### config.mk
export PLATFORM = sky130hd
export DESIGN_NAME = servo_pwm_bank
export DESIGN_NICKNAME = d
export VERILOG_FILES = /design/src/rtl/servo_pkg.sv /design/src/rtl/servo_us_tick.sv /design/src/rtl/servo_pwm_bank.sv
export SDC_FILE = /design/constraint.sdc
export NUM_CORES = 1
export LEC_CHECK = 0
export BUFFER_PORTS_ARGS = -buffer_cell sky130_fd_sc_hd__buf_2
export CORE_UTILIZATION = 35
export DETAILED_ROUTE_END_ITERATION = 8
export HOLD_SLACK_MARGIN = 0.12
export PLACE_DENSITY = 0.47
export SYNTH_ARGS = -nofsm -noshare
export SYNTH_HDL_FRONTEND = slang
export SYNTH_SLANG_ARGS = --single-unit
export TNS_END_PERCENT = 10
### constraint.sdc
create_clock -name clk -period 24.9 [get_ports clk]
set_input_delay 4.98 -clock clk [delete_from_list [all_inputs] [get_ports clk]]
set_output_delay 4.98 -clock clk [all_outputs]
set_load 0.1 [all_outputs]
### src/rtl/servo_pkg.sv
// rtl/servo_pkg.sv - shared constants and position-to-width mapping for servo_pwm_bank
//
// Purpose: the derived constants (tick divider, counter widths, centre code,
// pulse span) and the position-code to pulse-width mapping. Everything here
// is computed from the instantiating module's parameters, so the
// helpers take those parameters as arguments.
package servo_pkg;

    // Clock cycles per microsecond tick.
    function automatic int tick_div(input int clk_hz);
        return clk_hz / 1_000_000;
    endfunction

    // Width of a counter or index covering 0..n-1, never less than one bit.
    function automatic int cnt_w(input int n);
        return (n > 1) ? $clog2(n) : 1;
    endfunction

    // Mid-scale position code.
    function automatic int center_code(input int pos_w);
        return 1 << (pos_w - 1);
    endfunction

    // Pulse range covered by the position code.
    function automatic int span_us(input int min_us, input int max_us);
        return max_us - min_us;
    endfunction

    // Linear map: code 0 -> min_us, full-scale code -> max_us, rounding down.
    // The divisor depends only on pos_w, so it folds to a constant.
    function automatic int pos_to_us(input int pos, input int pos_w,
                                     input int min_us, input int max_us);
        return min_us + (pos * span_us(min_us, max_us)) / ((1 << pos_w) - 1);
    endfunction

endpackage

### src/rtl/servo_us_tick.sv
// rtl/servo_us_tick.sv - microsecond prescaler producing a one-cycle tick
//
// Ports:
//   clk_i   system clock
//   rst_ni  synchronous active-low reset
//   tick_o  high for one clock on the prescaler terminal count
module servo_us_tick #(
    parameter int TICK_DIV = 100
) (
    input  logic clk_i,
    input  logic rst_ni,
    output logic tick_o
);

    localparam int PS_W = (TICK_DIV > 1) ? $clog2(TICK_DIV) : 1;

    logic [PS_W-1:0] ps_q, ps_d;
    logic            term;

    // With TICK_DIV=1 the counter sits at 0 and the tick is always high.
    assign term = (ps_q == PS_W'(TICK_DIV - 1));

    always_comb begin
        ps_d = ps_q + PS_W'(1);
        if (term) begin
            ps_d = '0;
        end
    end

    always_ff @(posedge clk_i) begin
        if (!rst_ni) begin
            ps_q <= '0;
        end else begin
            ps_q <= ps_d;
        end
    end

    assign tick_o = term;

endmodule

### src/rtl/servo_pwm_bank.sv
// rtl/servo_pwm_bank.sv - multi-channel servo PWM generator with frame-synchronous updates
//
// Ports:
//   clk          system clock
//   rst_n        synchronous active-low reset
//   wr_en        target write strobe
//   wr_ch        channel index for the write (indices >= CHANNELS are dropped)
//   wr_pos       target position code
//   pwm          registered servo pulse outputs
//   busy         registered per-channel "current position != target"
//   frame_start  one-cycle pulse following each frame boundary
module servo_pwm_bank
    import servo_pkg::*;
#(
    parameter int CLK_HZ    = 100_000_000,
    parameter int CHANNELS  = 4,
    parameter int POS_W     = 8,
    parameter int PERIOD_US = 20_000,
    parameter int MIN_US    = 1_000,
    parameter int MAX_US    = 2_000,
    parameter int SLEW      = 0
) (
    input  logic                       clk,
    input  logic                       rst_n,
    input  logic                       wr_en,
    input  logic [cnt_w(CHANNELS)-1:0] wr_ch,
    input  logic [POS_W-1:0]           wr_pos,
    output logic [CHANNELS-1:0]        pwm,
    output logic [CHANNELS-1:0]        busy,
    output logic                       frame_start
);

    localparam int TICK_DIV = tick_div(CLK_HZ);
    localparam int US_W     = cnt_w(PERIOD_US);
    localparam int CH_W     = cnt_w(CHANNELS);
    localparam int CENTER   = center_code(POS_W);

    localparam logic [POS_W-1:0] CENTER_C  = POS_W'(CENTER);
    localparam logic [US_W-1:0]  CENTER_US = US_W'(pos_to_us(CENTER, POS_W, MIN_US, MAX_US));
    // Slew larger than full scale behaves like full scale.
    localparam logic [POS_W-1:0] SLEW_C    = (SLEW >= 2 * CENTER) ? '1 : POS_W'(SLEW);

    logic            tick;
    logic [US_W-1:0] us_q, us_d;
    logic            frame_end;
    logic            frame_start_q;

    servo_us_tick #(
        .TICK_DIV (TICK_DIV)
    ) u_tick (
        .clk_i  (clk),
        .rst_ni (rst_n),
        .tick_o (tick)
    );

    assign frame_end = tick && (us_q == US_W'(PERIOD_US - 1));

    always_comb begin
        us_d = us_q;
        if (frame_end) begin
            us_d = '0;
        end else if (tick) begin
            us_d = us_q + US_W'(1);
        end
    end

    always_ff @(posedge clk) begin
        if (!rst_n) begin
            us_q          <= '0;
            frame_start_q <= 1'b0;
        end else begin
            us_q          <= us_d;
            frame_start_q <= frame_end;
        end
    end

    assign frame_start = frame_start_q;

    for (genvar g = 0; g < CHANNELS; g++) begin : g_ch
        logic [POS_W-1:0] tgt_q, tgt_d;
        logic [POS_W-1:0] cur_q, cur_d;
        logic [US_W-1:0]  width_q, width_d;
        logic             pwm_q;
        logic             busy_q;

        // Out-of-range indices match no channel, so such writes vanish.
        always_comb begin
            tgt_d = tgt_q;
            if (wr_en && (wr_ch == CH_W'(g))) begin
                tgt_d = wr_pos;
            end
        end

        // Position only moves on the boundary edge; the target it sees is the
        // one registered before that edge, so a same-cycle write waits a frame.
        always_comb begin
            cur_d = cur_q;
            if (frame_end) begin
                if (SLEW == 0) begin
                    cur_d = tgt_q;
                end else if (tgt_q > cur_q) begin
                    cur_d = ((tgt_q - cur_q) > SLEW_C) ? cur_q + SLEW_C : tgt_q;
                end else if (tgt_q < cur_q) begin
                    cur_d = ((cur_q - tgt_q) > SLEW_C) ? cur_q - SLEW_C : tgt_q;
                end
            end
        end

        // Width follows cur one cycle after the boundary. The compare in that
        // same cycle still uses the old width against us_cnt=0, which is
        // always inside any pulse, so the pulse start is unaffected.
        always_comb begin
            width_d = width_q;
            if (frame_start_q) begin
                width_d = US_W'(pos_to_us(int'(cur_q), POS_W, MIN_US, MAX_US));
            end
        end

        always_ff @(posedge clk) begin
            if (!rst_n) begin
                tgt_q   <= CENTER_C;
                cur_q   <= CENTER_C;
                width_q <= CENTER_US;
                pwm_q   <= 1'b0;
                busy_q  <= 1'b0;
            end else begin
                tgt_q   <= tgt_d;
                cur_q   <= cur_d;
                width_q <= width_d;
                pwm_q   <= (us_q < width_q);
                busy_q  <= (cur_q != tgt_q);
            end
        end

        assign pwm[g]  = pwm_q;
        assign busy[g] = busy_q;
    end

endmodule

==> Yosys cells after proc, flatten, opt, wreduce, memory -nomap -nowiden <==
Index checks and enable logic that the tools add are counted.
{ "word_totals": {"reg_bits": 155, "output_inout_bits": 9, "word_cells": 59} }
{ "classes": {"addsub": 6, "n_mul": 4, "n_div": 4, "magnitude_cmp": 4, "eq_ne": 9, "n_bitwise": 1, "n_reduce_logical": 8} }
{ "ops": {"columns": ["cell", "count"], "rows": [
  ["$div 32x9->32 const B", 4],
  ["$add 11x15->15 const A", 4],
  ["$lt 15x15->1", 4],
  ["$mul 8x7->15 const B", 4],
  ["$ne 8x8->1", 4],
  ["$add 15x1->15 const B", 1],
  ["$eq 15x15->1 const B", 1],
  ["$add 7x1->7 const B", 1],
  ["$eq 7x7->1 const B", 1],
  ["$logic_and 1x1->1", 5],
  ["$eq 2x2->1 const B", 2],
  ["$reduce_or 2->1", 2],
  ["$eq 2x1->1 const B", 1],
  ["$logic_not 2->1", 1],
  ["$not 1->1", 1]
]} }

==> Logic depth before layout (Yosys ltp) <==
Gate-level depths: netlist of the first run.
{ "depth": {"ltp_word": 3, "mapped_depth": 44, "ltp_nobuf": 39} }

==> Hierarchy <==
From an unflattened synthesis of the first run, not the netlist that was laid out.
{ "unflattened": {"cells_unflattened": 2846, "hier_area_um2": 21954.8} }
{ "by_module_without_submodules": {"columns": ["module", "n_inst", "cells_each", "area_each_um2"], "rows": [
  ["servo_pwm_bank", 1, 2813, 21650.8],
  ["servo_us_tick", 1, 33, 304.0]
]} }

==> Least setup slack after synthesis of the first run <==
Ideal clock, no wire load.
{ "synth_timing": {"path_type": "register to register", "from": "register g_ch[0].cur_q[1]", "to": "register g_ch[0].width_q[0]", "setup_ps": 117, "t_arrival_ps": 10393, "path_slack_ps": 14391, "stages_incl_launch_ff": 40, "synth_period_minus_slack_ps": 10509, "path_cell_list": "dfxtp_1 -> clkbuf_1 -> inv_1 -> ha_1 -> ha_1 -> inv_1 -> fa_1 -> inv_1 -> fa_1 -> ha_1 -> nor2b_1 -> o2111a_1 -> or4_1 -> and2_0 -> clkbuf_1 -> o2111a_1 -> a31o_2 -> a32oi_2 -> [4 not listed] -> o211ai_1 -> a221oi_1 -> o31ai_1 -> xor2_1 -> and2_1 -> or4_1 -> a211oi_1 -> nand3_1 -> a21oi_1 -> ha_1 -> inv_1 -> o41ai_2 -> xnor2_1 -> ha_1 -> or3b_2 -> a21oi_1 -> a21oi_1 -> o22a_1"} }
{ "synth_between": {"elab_chain_len": 3} }
{ "synth_rtl": {"columns": ["item", "line", "text"], "rows": [
  ["from (decl)", "servo_pwm_bank.sv:81", "logic [POS_W-1:0] cur_q, cur_d;"],
  ["from (signal assigned)", "servo_pwm_bank.sv:128", "cur_q <= cur_d;"],
  ["$mul 8x7->15", "servo_pkg.sv:33", "return min_us + (pos * span_us(min_us, max_us)) / ((1 << pos_w) - 1);"],
  ["$div 32x9->32", "servo_pkg.sv:33", null],
  ["$add 11x15->15", "servo_pkg.sv:33", null],
  ["to (signal assigned)", "servo_pwm_bank.sv:129", "width_q <= width_d;"],
  ["to (decl)", "servo_pwm_bank.sv:82", "logic [US_W-1:0] width_q, width_d;"]
]} }
No other way between the ends.
A chain may end at the register's enable or synchronous reset.

==> Worst setup path in the final report of the first run <==
Ends and elaborated chain as after synthesis.

==> run metrics, run 1 <==
port bufs 21; post-synth cell types 109; CTS resizes 0; TritonCTS clock tree built; Combinational Power Share 4.7%; Hold Crit Depth 1; largest delay contributor family on the critical path compound AO/OA/AOI/OAI gates; DR vias 20.1k; Post-Synthesis Cell Area 21100 sq um; P_sw 124 uW; crit-path max FO 16; max incr delay on CP 0.71 ns; setup TNS 0 ns; yosys warns 0; Sequential Area 2860 sq um; Root Buffer clkbuf_16; syn_nets 3066; clock period minus worst slack 12.38 ns; crit path buf inv count 3; Required @ worst endpoint 25.23 ns; gr busiest metal met2; slowest stage cell, crit path dfxtp_1; setup repair after global routing missed its margin no; initial antenna violation count 0; fin crit share 49.7%; Worst Clk Skew 0.0103 ns; sequential share of power 45.2%; Hold Crit Class register to register; Clk pin slew, worst setup/hold paths 0.06 ns; Peak supply drop 39.2 uV; die height 247 um; drt drc 4; synthesized netlist cell count 2751; CTS HTree Levels 4; Sink Count 143; Final HPWL DP 47300 um; final core utilization 37.8%; Antenna diodes 0; Leak 0.00960 uW; relative slew slack 31.9%; largest net degree at the start of global routing 74; switching part of the total 23.9%; WL final 59500 um; TritonCTS buffer count 17; path length in cells of the critical path 38; prevailing post-synth register cell dfxtp_1; Post-synth EDFFs 0; GR Util met1 27.5%; core box area 59200 sq um; Die ar. 61200 sq um; Slew Viols, Final 0; Synth Register Bits 143; register-to-register setup slack 12.52 ns; synth top area cells dfxtp_1 (14%), ha_1 (13%), fa_1 (8.0%), nand2_1 (4.9%), a21oi_1 (4.5%); I/O pins 22; failing checks DRC; gr usage total 19.4%; cts hold-fix bufs 0; PD cells 23.2 nW/um^2; GPL Wtd Cong 0.882; Max clock buf depth 2; Multi-input gate area 17000 sq um; Critical Path AT 12.70 ns; Final setup viols 0; f_max 0.0808 GHz; Clock Latency Late Sink 0.43 ns; met3 usage 1.84%; fillers 6261; hold_ws 0.446 ns; vias in the first global route 18.8k; initial cell density of the core 35.6%; fin area 22400 sq um; GR Util met2 32.1%; clock power share 50.0%; Layout Nets 3025; status complete, but fails checks; first-pass GRT wire length 97800 um; postcts setup bufs 0; placed cell areas 21800 sq um; Rows 89; 1st-pass router iterations 7; worst reg2reg path depth 38; ys async rst share 0%; crit end category register; worst slew pin tran 1.02 ns; Final Hold Fails 0; vias per inst 5.75; Detail Route Antenna Nets 0; layout cell share with drive strength beyond 1 5.91%; Initial DRC Count 1188; post-synthesis sequential area ratio 13.6%; Die Width 247 um; global route overflow 0; P_int 395 uW; Setup CP Type register to register; synthesis-to-finish area growth 6.41%; Max-cap violations 0; syn_area_per_cell 7.66 sq um; post-synth top area share 13.6%; leading area contributor after synthesis dfxtp_1; CP Launch Type register; wire per inst 17.0 um
[registers in the layout, indices dropped and copies added, names as in the netlist]
register      flops
frame_start       1
g_ch.tgt_q       32
g_ch.busy_q       4
u_tick.ps_q       7
g_ch.cur_q       32
g_ch.pwm_q        4
us_q             15
g_ch.width_q     48
[kinds of logic after synthesis]
logic type      after synthesis  share of synthesized area [%]
fa+ha+maj                   304                           21.0
mux                          63                           3.08
xor+xnor                    159                           6.75
buf+inv                     318                           5.92
simple gates                981                           23.5
flops                       143                           13.6
compound gates              783                           26.1
[final timing paths]
check                   startpoint                 end
setup / recovery  g_ch[0].cur_q[1]  g_ch[0].width_q[0]
hold / removal      u_tick.ps_q[0]      u_tick.ps_q[0]
setup reg to reg  g_ch[0].cur_q[1]  g_ch[0].width_q[0]
hold reg to reg     u_tick.ps_q[0]      u_tick.ps_q[0]
[final cells by class]
cell class	count	share of cell area, %
Inverter	227	3.80
Multi-Input combinational cell	2290	75.7
Timing Repair Buffer	31	0.804
Clock buffer	22	2.16
Clock inverter	10	0.491
Tap cell	773	4.31
Sequential cell	143	12.8
[cells in the mapped netlist, drive strengths merged (11+ instances only)]
library cell,number
o21ai,129
nor4,34
and2,41
nand4,34
nor2,201
a21oi,192
o2111ai,12
inv,227
nand2b,35
mux2i,48
fa,84
a31o,15
dfxtp,143
a311oi,11
or3,23
xor2,88
o31ai,26
nor2b,23
xnor2,70
a21boi,11
clkbuf,66
o22ai,15
a211o,13
o211ai,67
nand3,88
o211a,14
ha,218
nand2,277
buf,25
nor3b,16
a31oi,36
or4,22
mux2,15
a21o,48
or2,26
and3,35
o21a,22
nor3,83
a211oi,42
[worst register-to-register path: cells and delay by family, from the launching register on]
family | cells | cell delay, ns
multiplexers | 1 | 0.35
adder cells (fa/ha/maj) | 7 | 2.85
buffers and inverters | 3 | 0.16
XOR/XNOR | 3 | 1.01
AND/OR/NAND/NOR | 10 | 2.94
flip-flops | 1 | 0.71
AO/OA/AOI/OAI | 14 | 4.28
[cell usage in the layout, fill, tap and decap left out, drive strengths merged, types with 67 or more instances in the layout]
cell type,netlist,routed
inv,227,227
o211ai,67,67
nor3,83,83
o21ai,129,129
a21oi,192,192
nand3,88,88
ha,218,218
nand2,277,277
xnor2,70,70
fa,84,84
xor2,88,88
dfxtp,143,143
nor2,201,201
[power by group through the flow]
stage               registers [uW]  clock network [uW]  logic (uW)
CTS                            235                 266        24.8
global placement               240                   0        24.8
detailed placement             240                   0        24.7
floorplan                      239                   0        19.2
finish                         235                 260        24.5
global route                   235                 275        26.5
[metrics by stage]
step | total power (uW) | instances | setup WS, ns
2_1_floorplan | 258 | 2751 | 14.39
4_1_cts | 526 | 3496 | 12.67
3_5_place_dp | 265 | 3464 | 12.72
5_1_grt | 537 | 3496 | 11.31
6_report | 519 | 3496 | 12.52
3_3_place_gp | 265 | 3464 | 12.95
[layer usage]
| layer | vias to the layer above | part of all wire [%] | wire (um) |
|---|---|---|---|
| li1 | 10000 | - | - |
| met1 | 9673 | 50 | 29700 |
| met2 | 377 | 46 | 27400 |
| met3 | 39 | 3.2 | 1910 |
| met4 | 0 | 0.84 | 503 |
| met5 | - | 0 | 0 |
Note: power is estimated with default switching activity, not from simulation.
==> inputs of run 2 (changes only) <==
--- a/config.mk
+++ b/config.mk
@@ -9,7 +9,7 @@
 export CORE_UTILIZATION = 35
 export DETAILED_ROUTE_END_ITERATION = 8
 export HOLD_SLACK_MARGIN = 0.12
-export PLACE_DENSITY = 0.47
+export PLACE_DENSITY = 0.49
 export SYNTH_ARGS = -nofsm -noshare
 export SYNTH_HDL_FRONTEND = slang
 export SYNTH_SLANG_ARGS = --single-unit
==> constraint.sdc (replaced) <==
create_clock -name clk -period 10.3 [get_ports clk]
set_input_delay 2.06 -clock clk [delete_from_list [all_inputs] [get_ports clk]]
set_output_delay 2.06 -clock clk [all_outputs]
set_load 0.1 [all_outputs]
==> run metrics, run 2 (synthesis gave the netlist of run 1 again) <==
Max-cap violations 0 (unchanged); Required @ worst endpoint 10.61 ns (-14.62 ns); initial antenna violation count 0 (unchanged); drt drc 4 (unchanged); layout cell share with drive strength beyond 1 23.4% (+17 points); fin crit share 97.7% (+48 points); largest net degree at the start of global routing 75 (+1.4%); vias per inst 5.56 (-3.2%); Die Width 247 um (unchanged); Worst Clk Skew 0.00880 ns (-0.00148 ns); fin area 26300 sq um (+17%); port bufs 21 (unchanged); status complete, but fails checks; WL final 63200 um (+6.2%); core box area 59200 sq um (unchanged); f_max 0.0994 GHz (+23%); Slew Viols, Final 0 (unchanged); CTS HTree Levels 4 (unchanged); 1st-pass router iterations 7 (unchanged); met3 WL 1780 um (-6.8%); gr usage total 19.9% (+0.54 points); die height 247 um (unchanged); GPL Wtd Cong 0.906 (+2.8%); crit end category register; first-pass GRT wire length 102000 um (+3.8%); I/O pins 22 (unchanged); top routing layer used met4; setup repair after global routing missed its margin yes; Final Hold Fails 0 (unchanged); Root Buffer clkbuf_16; Critical Path AT 10.38 ns (-2.32 ns); Detail Route Antenna Nets 0 (unchanged); Setup CP Type register to register; wire per inst 16.5 um (-3.0%); met2 wire len 30000 um (+9.4%); cts hold-fix bufs 0 (unchanged); most frequent cells in the layout buf_4 (338), nand2_1 (274), inv_1 (224), ha_1 (203), nor2_1 (189); max incr delay on CP 0.57 ns (-0.14 ns); TritonCTS clock tree built; Final HPWL DP 50000 um (+5.6%); Rows 89 (unchanged); largest register by flop count g_ch.width_q; Layout Nets 3359 (+11%); Max clock buf depth 2 (unchanged); Sink Count 143 (unchanged); met1 wire length 30600 um (+2.9%); slowest stage cell, crit path fa_1; Hold Crit Class register to register; Leak 0.0115 uW (+20%); Top Registers g_ch.width_q (48), g_ch.cur_q (32), g_ch.tgt_q (32); setup TNS 0 ns (unchanged); placed cell areas 24100 sq um (+10%); Clock Latency Late Sink 0.43 ns (about the same); Peak supply drop 114 uV (+190%); PD cells 48.7 nW/um^2 (+110%); relative slew slack 41.3% (+9.4 points); vias in the first global route 20.3k (+8.3%); crit-path max FO 6 (-10); Placed Cells 3757 (+8.5%); Final setup viols 0 (unchanged); clock period minus worst slack 10.07 ns (-2.31 ns); Antenna diodes 0 (unchanged); failing checks DRC; initial cell density of the core 35.6% (unchanged); synthesis-to-finish area growth 25.0%; TritonCTS buffer count 17 (unchanged); Largest register FFs 48 (unchanged); Initial DRC Count 1117 (-6.0%); CP Launch Type register; global route overflow 0 (unchanged); DR vias 21.3k (+6.0%); worst slew pin tran 0.880 ns (-0.135 ns); commonest non-fill, non-tap cell in the layout buf_4; Die ar. 61200 sq um (unchanged); final cell count without fillers 3829 (+9.5%); Clk pin slew, worst setup/hold paths 0.06 ns (about the same)
## run 2: changes by cell type in the layout (fill, tap and decap cells not counted), moves of 10 or more
cell / delta
nor4_1: -10
a21oi_2: +17
a21oi_1: -20
a211oi_2: +10
buf_4: +328
dfxtp_1: -16
a211oi_1: -13
nor3_1: -10
ha_2: +11
ha_1: -15
o21ai_0: -17
dfxtp_2: +14
o21ai_2: +12
## run 2: per-layer routing
metal,GRT usage (%),vias to the layer above
met4,3.83,0
met3,2.45,64
met5,0,-
li1,-,10700
met2,33.6,335
met1,27.2,10200
## run 2: power by group
group	total [uW]	internal [uW]	switching (uW)
logic	57.5	13.6	43.9
clock network	657	412	245
registers	568	561	7.88
## run 2: worst max-delay path: cells and delay by family, from the launching register on
| kind | cells | cell delay [ns] |
|---|---|---|
| and+or+nand+nor | 13 | 3.12 |
| AOI/OAI and AO/OA | 12 | 2.92 |
| adders and majority gates | 7 | 2.54 |
| buffers and inverters | 5 | 0.48 |
| DFF | 1 | 0.37 |
| xor gates and xnor gates | 2 | 0.27 |
| muxes | 2 | 0.22 |
## run 2: what timing repair did
item                       in CTS  in global routing
gates resized for setup        15                280
setup endpoints to repair       4                 29
setup buffers                   1                 39
pin swaps                       3                 66
gates cloned                    0                  1
## run 2: final timing paths
kind / start / to / slack (ns) / cells after the start
setup reg to reg: g_ch[1].cur_q[1] / g_ch[1].width_q[0] / 0.23 / 41
hold reg to reg: u_tick.ps_q[0] / u_tick.ps_q[0] / 0.44 / 1
setup / recovery: g_ch[1].cur_q[1] / g_ch[1].width_q[0] / 0.23 / 41
hold / removal: u_tick.ps_q[0] / u_tick.ps_q[0] / 0.44 / 1
## run 2: metrics by stage
step | total power, uW | util, % | worst slack, ns | hold slack (ns)
after floorplan | 624 | - | -0.0366 | 0.413
after global placement | 639 | 40.6 | -0.0635 | 0.428
after detailed placement | 639 | 40.6 | -0.174 | 0.440
after CTS | 1300 | 41.8 | -0.0209 | 0.448
after global routing | 1320 | 44.5 | -0.207 | 0.470
final | 1280 | 44.5 | 0.235 | 0.444
## run 2: layout make-up
| cell class | instances | area [sq um] |
|---|---|---|
| clock inverter | 9 | 159 |
| clock buffer | 22 | 454 |
| fill | 5989 | 32900 |
| tap | 773 | 967 |
| sequential | 143 | 2890 |
| multi-input combinational | 2290 | 18300 |
| inverter | 227 | 852 |
| timing repair buffer | 365 | 2730 |
